`config.mk`:
```
export PLATFORM = sky130hd
export DESIGN_NAME = cdb_arbiter
export DESIGN_NICKNAME = d
export VERILOG_FILES = /design/src/rtl/cdb_arbiter_pkg.sv /design/src/rtl/wb_fifo.sv /design/src/rtl/cdb_arbiter.sv
export SDC_FILE = /design/constraint.sdc
export NUM_CORES = 1
export LEC_CHECK = 0
export CAP_MARGIN = 25
export CORE_ASPECT_RATIO = 1.25
export CORE_MARGIN = 1
export CORE_UTILIZATION = 54
export DETAILED_ROUTE_END_ITERATION = 12
export GPL_TIMING_DRIVEN = 0
export PLACE_DENSITY = 0.9
export SYNTH_ARGS = -nofsm -noshare
export SYNTH_HDL_FRONTEND = slang
export SYNTH_SLANG_ARGS = --single-unit
```
`constraint.sdc`:
```
create_clock -name clk -period 6.8 [get_ports clk]
set_clock_uncertainty 0.05 [all_clocks]
set_input_delay 1.02 -clock clk [delete_from_list [all_inputs] [get_ports clk]]
set_output_delay 1.02 -clock clk [all_outputs]
set_load 0.02 [all_outputs]
```
`src/rtl/cdb_arbiter_pkg.sv`:
```
// Shared types for the completion / common-data-bus path.
// The writeback packet travels from the FUs through the CDB arbiter to the ROB, PRF and RS.
package cdb_arbiter_pkg;

    localparam int CDB_N_SRC = 3;
    localparam int CDB_SRC_W = 2;

    typedef enum logic [CDB_SRC_W-1:0] {
        SRC_ALU = 2'd0,
        SRC_LSU = 2'd1,
        SRC_BRU = 2'd2
    } cdb_src_t;

    typedef struct packed {
        logic        valid;
        logic [5:0]  rob_tag;
        logic [6:0]  prd;
        logic        rd_used;
        logic [31:0] data;
    } wb_pkt_t;

endpackage

```
`src/rtl/wb_fifo.sv`:
```
// Small synchronous FIFO of writeback packets, one per completion source.
// Pushes while full and pops while empty are ignored; clr empties it in one cycle.
module wb_fifo
    import cdb_arbiter_pkg::*;
#(
    parameter int DEPTH = 2,
    localparam int AW = $clog2(DEPTH),
    localparam int CW = AW + 1
) (
    input  logic          clk,
    input  logic          rst,
    input  logic          clr,
    input  logic          push,
    input  logic          pop,
    input  wb_pkt_t       din,
    output wb_pkt_t       dout,
    output logic [CW-1:0] count
);

    wb_pkt_t       mem_r [DEPTH];
    logic [AW-1:0] wr_ptr_r;
    logic [AW-1:0] rd_ptr_r;
    logic [CW-1:0] count_r;
    logic          push_ok_s;
    logic          pop_ok_s;

    assign push_ok_s = push & (count_r != CW'(DEPTH));
    assign pop_ok_s  = pop & (count_r != CW'(0));
    assign dout      = mem_r[rd_ptr_r];
    assign count     = count_r;

    // Storage array; no reset needed since count gates every read.
    always_ff @(posedge clk) begin
        if (push_ok_s && !clr) begin
            mem_r[wr_ptr_r] <= din;
        end
    end

    // Pointers and occupancy; DEPTH is a power of two so pointers wrap naturally.
    always_ff @(posedge clk or posedge rst) begin
        if (rst) begin
            wr_ptr_r <= AW'(1'b0);
            rd_ptr_r <= AW'(1'b0);
            count_r  <= CW'(1'b0);
        end else if (clr) begin
            wr_ptr_r <= AW'(1'b0);
            rd_ptr_r <= AW'(1'b0);
            count_r  <= CW'(1'b0);
        end else begin
            if (push_ok_s) begin
                wr_ptr_r <= wr_ptr_r + AW'(1'b1);
            end else begin
                wr_ptr_r <= wr_ptr_r;
            end
            if (pop_ok_s) begin
                rd_ptr_r <= rd_ptr_r + AW'(1'b1);
            end else begin
                rd_ptr_r <= rd_ptr_r;
            end
            case ({push_ok_s, pop_ok_s})
                2'b10:   count_r <= count_r + CW'(1'b1);
                2'b01:   count_r <= count_r - CW'(1'b1);
                default: count_r <= count_r;
            endcase
        end
    end

endmodule

```
`src/rtl/cdb_arbiter.sv`:
```
// Round-robin arbiter merging the ALU/LSU/BRU completion FIFOs onto one registered CDB.
// Ready depends on FIFO occupancy only, so there is no valid-to-ready combinational path.
module cdb_arbiter
    import cdb_arbiter_pkg::*;
#(
    parameter int N_SRC  = CDB_N_SRC,
    parameter int QDEPTH = 2
) (
    input  logic                 clk,
    input  logic                 rst,
    input  logic                 flush,
    input  logic [N_SRC-1:0]     src_valid,
    input  wb_pkt_t [N_SRC-1:0]  src_pkt,
    output logic [N_SRC-1:0]     src_ready,
    output wb_pkt_t              cdb_pkt,
    output logic [CDB_SRC_W-1:0] cdb_src
);

    localparam int CW = $clog2(QDEPTH) + 1;

    logic [CW-1:0]        count_s [N_SRC];
    wb_pkt_t              head_s  [N_SRC];
    logic [N_SRC-1:0]     nonempty_s;
    logic [N_SRC-1:0]     push_s;
    logic [N_SRC-1:0]     pop_s;
    logic                 grant_vld_s;
    logic [CDB_SRC_W-1:0] grant_idx_s;
    wb_pkt_t              grant_pkt_s;
    logic [CDB_SRC_W-1:0] rr_ptr_r;

    function automatic logic [CDB_SRC_W-1:0] wrap_idx(input logic [CDB_SRC_W-1:0] base,
                                                      input int off);
        int sum;
        sum = int'(base) + off;
        if (sum >= N_SRC) begin
            sum = sum - N_SRC;
        end else begin
            sum = sum;
        end
        return CDB_SRC_W'(sum);
    endfunction

    for (genvar gi = 0; gi < N_SRC; gi++) begin : g_src
        assign src_ready[gi]  = (count_s[gi] != CW'(QDEPTH));
        assign nonempty_s[gi] = (count_s[gi] != CW'(0));

        wb_fifo #(.DEPTH(QDEPTH)) u_fifo (
            .clk   (clk),
            .rst   (rst),
            .clr   (flush),
            .push  (push_s[gi]),
            .pop   (pop_s[gi]),
            .din   (src_pkt[gi]),
            .dout  (head_s[gi]),
            .count (count_s[gi])
        );
    end

    assign push_s = src_valid & src_ready & {N_SRC{~flush}};

    // Rotate-then-find-first: first non-empty FIFO at or after rr_ptr_r.
    always_comb begin
        grant_vld_s = 1'b0;
        grant_idx_s = CDB_SRC_W'(1'b0);
        for (int k = 0; k < N_SRC; k++) begin
            if (!grant_vld_s && nonempty_s[wrap_idx(rr_ptr_r, k)]) begin
                grant_vld_s = 1'b1;
                grant_idx_s = wrap_idx(rr_ptr_r, k);
            end else begin
                grant_vld_s = grant_vld_s;
            end
        end
    end

    // Pop the granted head and force its valid bit for the broadcast.
    always_comb begin
        pop_s       = {N_SRC{1'b0}};
        grant_pkt_s = head_s[grant_idx_s];
        grant_pkt_s.valid = 1'b1;
        if (grant_vld_s && !flush) begin
            pop_s[grant_idx_s] = 1'b1;
        end else begin
            pop_s = {N_SRC{1'b0}};
        end
    end

    // CDB output register and round-robin pointer; idle cycles keep the payload fields.
    always_ff @(posedge clk or posedge rst) begin
        if (rst) begin
            cdb_pkt  <= wb_pkt_t'({$bits(wb_pkt_t){1'b0}});
            cdb_src  <= CDB_SRC_W'(1'b0);
            rr_ptr_r <= CDB_SRC_W'(1'b0);
        end else if (flush) begin
            cdb_pkt.valid <= 1'b0;
            rr_ptr_r      <= CDB_SRC_W'(1'b0);
        end else if (grant_vld_s) begin
            cdb_pkt  <= grant_pkt_s;
            cdb_src  <= grant_idx_s;
            rr_ptr_r <= wrap_idx(grant_idx_s, 1);
        end else begin
            cdb_pkt.valid <= 1'b0;
        end
    end

endmodule

```
==> PnR_summary.wiki, run 1 <==
{| class="wikitable"
! Metric !! Value
|-
| Count of different cell masters after synthesis || 53
|-
| Number of maximum-capacitance violations || 0
|-
| Final period util || 47.1%
|-
| Async set or reset register ratio after synthesis || 18.6%
|-
| Startpoint of the most critical hold path || cdb_src[0]$_DFFE_PP0N_
|-
| Worst EP arrival || 3.65 ns
|-
| Max-slew violations || 0
|-
| Count of boundary I/O pins || 199
|-
| Share of synthesized area occupied by flip-flops and latches || 71.9%
|-
| CTS clock-pin slew for the worst setup and hold paths || 0.07 ns
|-
| Commonest cells after routing, fill and taps aside || 276 x sky130_fd_sc_hd__edfxtp_1, 195 x sky130_fd_sc_hd__clkdlybuf4s50_1, 185 x sky130_fd_sc_hd__mux2i_1
|-
| CP Class || reg -> reg
|-
| Total track usage || 26.1%
|-
| Beginning of the worst register-to-register path || rr_ptr_r[0]$_DFFE_PP0P_
|-
| Detailed Place HPWL || 23200 um
|-
| Kind of capture point of the worst setup path || flip-flop
|-
| Final ANT Viol Nets || 0
|-
| Crit Reg-Reg Endpoint || cdb_pkt[9]$_DFFE_PP0N_
|-
| Crit. Startpoint || rr_ptr_r[0]$_DFFE_PP0P_
|-
| CTS tree || yes
|-
| Slew at the pin closest to its max-slew limit || 1.05 ns
|-
| Post-layout min period || 3.20 ns
|-
| Power per unit of standard cell area || 398 mW/mm2
|-
| Hold Path End || cdb_src[0]$_DFFE_PP0N_
|-
| Maximum number of pins on one net before global-route repair || 64
|-
| DRC violations left || 0
|-
| Max Buffers Root-to-Sink || 3
|-
| Hold_ws || 0.459 ns
|-
| Fin util || 70.1%
|-
| Total detailed-routing wirelength || 33000 um
|-
| Routed wire per std cell || 23.0 um
|-
| Count of hold-fix buffers inserted at cts || 0
|-
| Type of origin of the critical path || flip-flop
|-
| Fraction of final layout cells with drive strength greater than 1 || 10.5%
|-
| Length in cells of the worst reg-to-reg path || 10
|-
| Reg-to-reg slack, setup || 3.60 ns
|-
| Via count of the first global-routing pass || 8746
|-
| Instance count of the mapped netlist || 828
|-
| Post-DR vias/cell || 5.73
|-
| Avg Inst Size Synth || 16.6 um2
|-
| Overflow left after global routing || 0
|-
| Run status || completed
|-
| Synthesis warning total || 0
|-
| Maximum clock frequency || 312 MHz
|-
| FF+latch count, synth || 339
|-
| Hold Crit Class || reg -> reg
|-
| Overall die width || 145 um
|-
| Leakage power figure || 6.37 nW
|-
| Chip Height || 180 um
|-
| Number of buffers inserted by post-CTS setup repair || 0
|-
| Area added between synthesis and finish || 26.6%
|-
| Final-report hold violation count || 0
|-
| Count of vias placed by the detailed router || 8246
|-
| Endpoints failing setup || 0
|-
| Required time of the critical path || 7.25 ns
|-
| Worst supply voltage drop on vdd || 0.280 mV
|-
| Number of cells traversed by the worst hold path || 1
|-
| Maximum fanout count along the critical path || 10
|-
| Count of input and output buffers || 195
|-
| Area of the core || 0.0247 mm2
|-
| Number of placement rows || 64
|-
| Final Wtd Congestion || 0.889
|-
| Most common library cell in the layout ignoring fill and taps || sky130_fd_sc_hd__edfxtp_1
|-
| Total Nets Final || 1232
|-
| DR pass1 iterations || 5
|-
| H-Tree Depth || 1
|-
| Die footprint || 0.0260 mm2
|-
| Number of antenna violations at the first check in global routing || 3
|-
| Clock latency on the worst-skew pair || 0.56 ns
|-
| Number of sinks handled by clock tree synthesis || 339
|-
| Number of gates resized after cts || 0
|-
| Most frequently used flop master after synthesis || sky130_fd_sc_hd__edfxtp_1
|-
| Root Buffer || sky130_fd_sc_hd__clkbuf_16
|-
| Worst slew margin || 29.8%
|-
| Setup repair after global routing missed its margin || false
|-
| Final TNS setup || 0 ns
|-
| Number of enable-type register cells in the synthesized netlist || 276
|-
| Total nets after synthesis || 978
|-
| Initial DRC Count || 535
|-
| TritonCTS buffer count || 31
|-
| Post-synthesis cell area || 0.0137 mm2
|-
| Effective utilization at floorplan || 55.4%
|-
| Global-route wire length before repair || 49900 um
|}
[critical path, cell delays in order, from the launching register on]
cell and delay [ns]:
sky130_fd_sc_hd__dfrtp_1 0.35, sky130_fd_sc_hd__inv_1 0.08, sky130_fd_sc_hd__ha_1 0.32, sky130_fd_sc_hd__buf_2 0.23, sky130_fd_sc_hd__o21ai_1 0.17, sky130_fd_sc_hd__o41ai_1 0.44
sky130_fd_sc_hd__nand3_1 0.29, sky130_fd_sc_hd__clkbuf_1 0.39, sky130_fd_sc_hd__clkbuf_1 0.37, sky130_fd_sc_hd__nor3_1 0.31, sky130_fd_sc_hd__a211o_1 0.15
[metal layers]
| layer | up-vias | share of wire (%) | global-route usage, % |
|---|---|---|---|
| li1 | 3698 | - | - |
| met1 | 4097 | 37 | 32.1 |
| met2 | 351 | 53 | 45.0 |
| met3 | 100 | 5.7 | 3.51 |
| met4 | 0 | 4.4 | 12.2 |
| met5 | - | 0 | 0 |
[power by group]
part           switching, mW  total [mW]  internal (mW)  leakage [nW]
clock                  0.724        1.62          0.891         0.448
sequential             0.142        2.70           2.56          3.32
combinational           1.42        2.58           1.16          2.60
[stage by stage]
stage / setup slack, ns / std cells / cell area, um2 / power [mW]
finish: 3.60 / 1438 / 17400 / 6.90
global route: 3.54 / 1438 / 17400 / 7.20
CTS: 3.68 / 1435 / 17300 / 6.94
detailed placement: 3.19 / 1379 / 16400 / 5.32
global placement: -1.82 / 1353 / 16100 / 5.19
floorplan: 1.61 / 828 / 13700 / 4.37
[layout make-up]
type                            count  area, um2
Clock inverter                     15       95.1
Sequential cell                   339       9860
Buffer                             49        288
Tap cell                          330        413
Inverter                           10       40.0
Multi-Input combinational cell    430       3550
Antenna cell                        3       7.51
Timing Repair Buffer              221       2260
Clock buffer                       41        833
Fill cell                        1572       7390
[cell usage after synthesis, types with 4 or more instances]
master / n / share of area (%)
sky130_fd_sc_hd__a211o_1: 47 / 3.0
sky130_fd_sc_hd__a21oi_1: 7 / 0.26
sky130_fd_sc_hd__and2_0: 14 / 0.64
sky130_fd_sc_hd__and2_1: 32 / 1.5
sky130_fd_sc_hd__buf_2: 17 / 0.62
sky130_fd_sc_hd__buf_6: 5 / 0.41
sky130_fd_sc_hd__clkbuf_1: 21 / 0.57
sky130_fd_sc_hd__dfrtp_1: 63 / 11
sky130_fd_sc_hd__edfxtp_1: 276 / 60
sky130_fd_sc_hd__inv_1: 10 / 0.27
sky130_fd_sc_hd__mux2i_1: 185 / 14
sky130_fd_sc_hd__nand2_1: 8 / 0.22
sky130_fd_sc_hd__nand2b_1: 6 / 0.27
sky130_fd_sc_hd__nor2_1: 13 / 0.36
sky130_fd_sc_hd__nor3_1: 54 / 2.0
sky130_fd_sc_hd__nor3b_1: 4 / 0.22
sky130_fd_sc_hd__xnor2_1: 5 / 0.32
sky130_fd_sc_hd__xor2_1: 5 / 0.32
[kinds of logic after synthesis]
group                      after synthesis  share of synthesized area [%]
AOI/OAI and AO/OA                       82                           5.05
adders and majority gates                3                          0.274
xor gates and xnor gates                10                          0.639
DFF                                    339                           71.9
buffers and inverters                   59                           2.37
and+or+nand+nor                        150                           6.23
muxes                                  185                           13.5
[state kept, by name (all words and copies together) (netlist names)]
register               count
g_src.u_fifo.mem_r       276
rr_ptr_r                   2
cdb_src                    2
g_src.u_fifo.wr_ptr_r      3
g_src.u_fifo.rd_ptr_r      3
cdb_pkt                   47
g_src.u_fifo.count         6
[how the worst max path moves through the flow]
stage / to
3_5_place_dp: g_src[2].u_fifo.mem_r[0][8]$_DFFE_PP_
4_1_cts: cdb_pkt[9]$_DFFE_PP0N_
3_3_place_gp: g_src[0].u_fifo.mem_r[1][1]$_DFFE_PP_
2_1_floorplan: g_src[0].u_fifo.mem_r[1][0]$_DFFE_PP_
5_1_grt: cdb_pkt[9]$_DFFE_PP0N_
6_report: cdb_pkt[9]$_DFFE_PP0N_
No activity file was read; power rests on OpenSTA's default activity.
==> run 2, diff against run 1 <==
--- a/config.mk
+++ b/config.mk
@@ -8,10 +8,10 @@
 export CAP_MARGIN = 25
 export CORE_ASPECT_RATIO = 1.25
 export CORE_MARGIN = 1
-export CORE_UTILIZATION = 54
+export CORE_UTILIZATION = 49
 export DETAILED_ROUTE_END_ITERATION = 12
 export GPL_TIMING_DRIVEN = 0
-export PLACE_DENSITY = 0.9
+export PLACE_DENSITY = 0.87
 export SYNTH_ARGS = -nofsm -noshare
 export SYNTH_HDL_FRONTEND = slang
 export SYNTH_SLANG_ARGS = --single-unit
==> constraint.sdc (replaced) <==
create_clock -name clk -period 2.6 [get_ports clk]
set_clock_uncertainty 0.05 [all_clocks]
set_input_delay 0.39 -clock clk [delete_from_list [all_inputs] [get_ports clk]]
set_output_delay 0.39 -clock clk [all_outputs]
set_load 0.02 [all_outputs]
==> run 2 against run 1 <==
- register-to-register slack got worse by 3.6 ns
- wire length is 1.3% higher
- die area up 10%
- non-clock buffer count up 8
- design area rose by 4.9%
- worst setup slack worse by 3.6 ns
- clock power increased to 3.1 times the previous value
- via count is essentially flat
- critical path depth fell by 1
- critical endpoint is now rr_ptr_r[0]$_DFFE_PP0P_
- largest power group is now combinational cells
==> PnR_summary.wiki, run 2 (same netlist as run 1, synthesis figures left out) <==
{| class="wikitable"
! Metric !! Value
|-
| Global-route wire length before repair || 49700 um (-0.41%)
|-
| Number of sinks handled by clock tree synthesis || 339 (unchanged)
|-
| Worst supply voltage drop on vdd || 0.606 mV (+120%)
|-
| Slew at the pin closest to its max-slew limit || 0.989 ns (-0.0590 ns)
|-
| Total track usage || 23.5% (-2.6 points)
|-
| Setup repair after global routing missed its margin || true
|-
| Die footprint || 0.0287 mm2 (+10%)
|-
| Commonest cells after routing, fill and taps aside || 276 x sky130_fd_sc_hd__edfxtp_1, 195 x sky130_fd_sc_hd__clkdlybuf4s50_1, 185 x sky130_fd_sc_hd__mux2i_1
|-
| DP Area || 0.0166 mm2 (+1.1%)
|-
| DRC violations left || 0 (unchanged)
|-
| Overflow left after global routing || 0 (unchanged)
|-
| Via count of the first global-routing pass || 8790 (+0.50%)
|-
| Most common library cell in the layout ignoring fill and taps || sky130_fd_sc_hd__edfxtp_1
|-
| Final ANT Viol Nets || 0 (unchanged)
|-
| Final TNS setup || 0 ns (unchanged)
|-
| Length in cells of the worst reg-to-reg path || 9 (-1)
|-
| Number of instances in the placed design || 1392 (+0.94%)
|-
| Final setup slack of the worst path || 0.0340 ns (-3.56 ns)
|-
| Post-layout instance area || 0.0182 mm2 (+4.9%)
|-
| Reg with most FFs || g_src.u_fifo.mem_r
|-
| Count of input and output buffers || 195 (unchanged)
|-
| Final Wtd Congestion || 0.835 (-6.1%)
|-
| CTS clock-pin slew for the worst setup and hold paths || 0.06 ns (about the same)
|-
| Post-DR vias/cell || 5.59 (-2.5%)
|-
| Reg-to-reg slack, setup || 0.03 ns (-3.56 ns)
|-
| DR pass1 iterations || 5 (unchanged)
|-
| Endpoints failing setup || 0 (unchanged)
|-
| Type of origin of the critical path || flip-flop
|-
| CP Class || reg -> reg
|-
| Crit Reg-Reg Endpoint || rr_ptr_r[0]$_DFFE_PP0P_
|-
| CTS tree || yes
|-
| Overall die width || 152 um (+4.9%)
|-
| Maximum clock frequency || 390 MHz (+25%)
|-
| Beginning of the worst register-to-register path || rr_ptr_r[1]$_DFFE_PP0P_
|-
| Number of antenna violations at the first check in global routing || 2 (-1)
|-
| Routed wire per std cell || 22.7 um (-1.2%)
|-
| Worst slew margin || 34.1% (+4.3 points)
|-
| Fraction of final layout cells with drive strength greater than 1 || 15.5% (+5.0 points)
|-
| Total detailed-routing wirelength || 33400 um (+1.3%)
|-
| Max-slew violations || 0 (unchanged)
|-
| Total of fill cells in the finished design || 1895 (+21%)
|-
| Worst EP arrival || 2.90 ns (-0.75 ns)
|-
| Clock power share || 25.8% (+2.4 points)
|-
| Area of the core || 0.0276 mm2 (+11%)
|-
| Hold_ws || 0.192 ns (-0.266 ns)
|-
| Fin util || 66.0% (-4.1 points)
|-
| Initial DRC Count || 574 (+7.3%)
|-
| Maximum number of pins on one net before global-route repair || 39 (-39%)
|-
| Hold Crit Class || in -> async
|-
| Count of vias placed by the detailed router || 8242 (-0.049%)
|-
| Chip Height || 189 um (+4.9%)
|-
| Leakage power figure || 6.71 nW (+5.3%)
|-
| Run status || completed
|-
| Total Nets Final || 1245 (+1.1%)
|-
| H-Tree Depth || 2 (+1)
|-
| Count of boundary I/O pins || 199 (unchanged)
|-
| Post-placement setup slack || -0.495 ns (-3.69 ns)
|-
| Detailed Place HPWL || 22200 um (-4.6%)
|-
| Total power || 19.7 mW (+190%)
|-
| Power share of the combinational group || 38.3% (+0.9 points)
|-
| Number of maximum-capacitance violations || 0 (unchanged)
|-
| Kind of capture point of the worst setup path || flip-flop
|-
| Sequential standard cell area || 0.00987 mm2 (about the same)
|-
| Net Sw Power || 6.45 mW (+180%)
|-
| Post-layout instance count excluding filler cells || 1474 (+2.5%)
|-
| Effective utilization at floorplan || 49.7% (-5.7 points)
|-
| Root Buffer || sky130_fd_sc_hd__clkbuf_16
|-
| Part of the power in registers || 35.9% (-3.3 points)
|-
| Clock latency on the worst-skew pair || 0.51 ns (-0.05 ns)
|-
| Final-report hold violation count || 0 (unchanged)
|-
| Final period util || 98.7% (+52 points)
|-
| Multi-input logic area || 0.00377 mm2 (+6.1%)
|-
| Internal power consumption || 13.3 mW (+190%)
|-
| Maximum fanout count along the critical path || 6 (-4)
|-
| Number of flip-flops in the largest register || 276 (unchanged)
|-
| Switching part of the total power || 32.7% (-0.44 points)
|-
| Count of hold-fix buffers inserted at cts || 0 (unchanged)
|-
| Required time of the critical path || 2.93 ns (-4.32 ns)
|-
| Number of placement rows || 68 (+6.3%)
|-
| TritonCTS buffer count || 36 (+16%)
|-
| Post-layout min period || 2.57 ns (-0.635 ns)
|-
| Area added between synthesis and finish || 32.7%
|-
| Power per unit of standard cell area || 1080 mW/mm2 (+170%)
|-
| Max Buffers Root-to-Sink || 3 (unchanged)
|}
run 2: cell types whose count changed in the layout (fill, tap and decap cells not counted), sizes merged:
cell,before,now
buf,54,65
clkbuf,62,65
bufinv,1,3
diode,3,2
inv,10,11
run 2: power by group through the flow:
stage / registers, mW / clock network, mW / logic (mW)
final: 7.08 / 5.08 / 7.54
after global routing: 7.14 / 5.37 / 8.02
after CTS: 7.08 / 5.14 / 6.99
after detailed placement: 7.17 / 0 / 6.78
after global placement: 7.17 / 0 / 6.44
after floorplan: 7.52 / 0 / 3.92
run 2: area by class of cell:
type	instances	area share, %
Buffer	48	2.03
Clock buffer	47	5.51
Multi-Input combinational cell	430	20.7
Antenna cell	2	0.0275
Timing Repair Buffer	230	13.9
Inverter	10	0.220
Clock inverter	18	1.04
Tap cell	350	2.41
Sequential cell	339	54.2
run 2: worst max path at each step:
stage	startpoint	endpoint	slack, ns	cells past startpoint
global placement	flush	g_src[0].u_fifo.mem_r[1][42]$_DFFE_PP_	-1.56	3
CTS	rr_ptr_r[0]$_DFFE_PP0P_	cdb_pkt[34]$_DFFE_PP0N_	0.01	11
finish	rr_ptr_r[1]$_DFFE_PP0P_	rr_ptr_r[0]$_DFFE_PP0P_	0.03	9
floorplan	g_src[2].u_fifo.count[0]$_DFFE_PP0P_	g_src[2].u_fifo.mem_r[1][0]$_DFFE_PP_	-0.02	4
detailed placement	flush	g_src[0].u_fifo.mem_r[1][10]$_DFFE_PP_	-0.49	5
global route	rr_ptr_r[1]$_DFFE_PP0P_	g_src[0].u_fifo.count[0]$_DFFE_PP0P_	-0.14	10
run 2: critical path, stage by stage, from the launching register on:
cell	delay (ns)
sky130_fd_sc_hd__dfrtp_2	0.44
sky130_fd_sc_hd__ha_4	0.30
sky130_fd_sc_hd__or3b_1	0.40
sky130_fd_sc_hd__a21oi_1	0.19
sky130_fd_sc_hd__o22a_2	0.24
sky130_fd_sc_hd__a21oi_4	0.07
sky130_fd_sc_hd__buf_12	0.17
sky130_fd_sc_hd__clkbuf_16	0.16
sky130_fd_sc_hd__xnor2_1	0.14
sky130_fd_sc_hd__a311oi_1	0.29
run 2: per-layer routing:
metal  part of all wire, %  GRT usage, %
met5                     0             0
met4                   3.5          9.60
met3                   4.7          2.70
met2                    53          41.3
met1                    38          29.3
run 2: repair_timing:
item	CTS	global route
pin swaps	4	6
setup endpoints to repair	48	64
buffers inserted	3	11
gates cloned	0	2
resized for setup	20	48
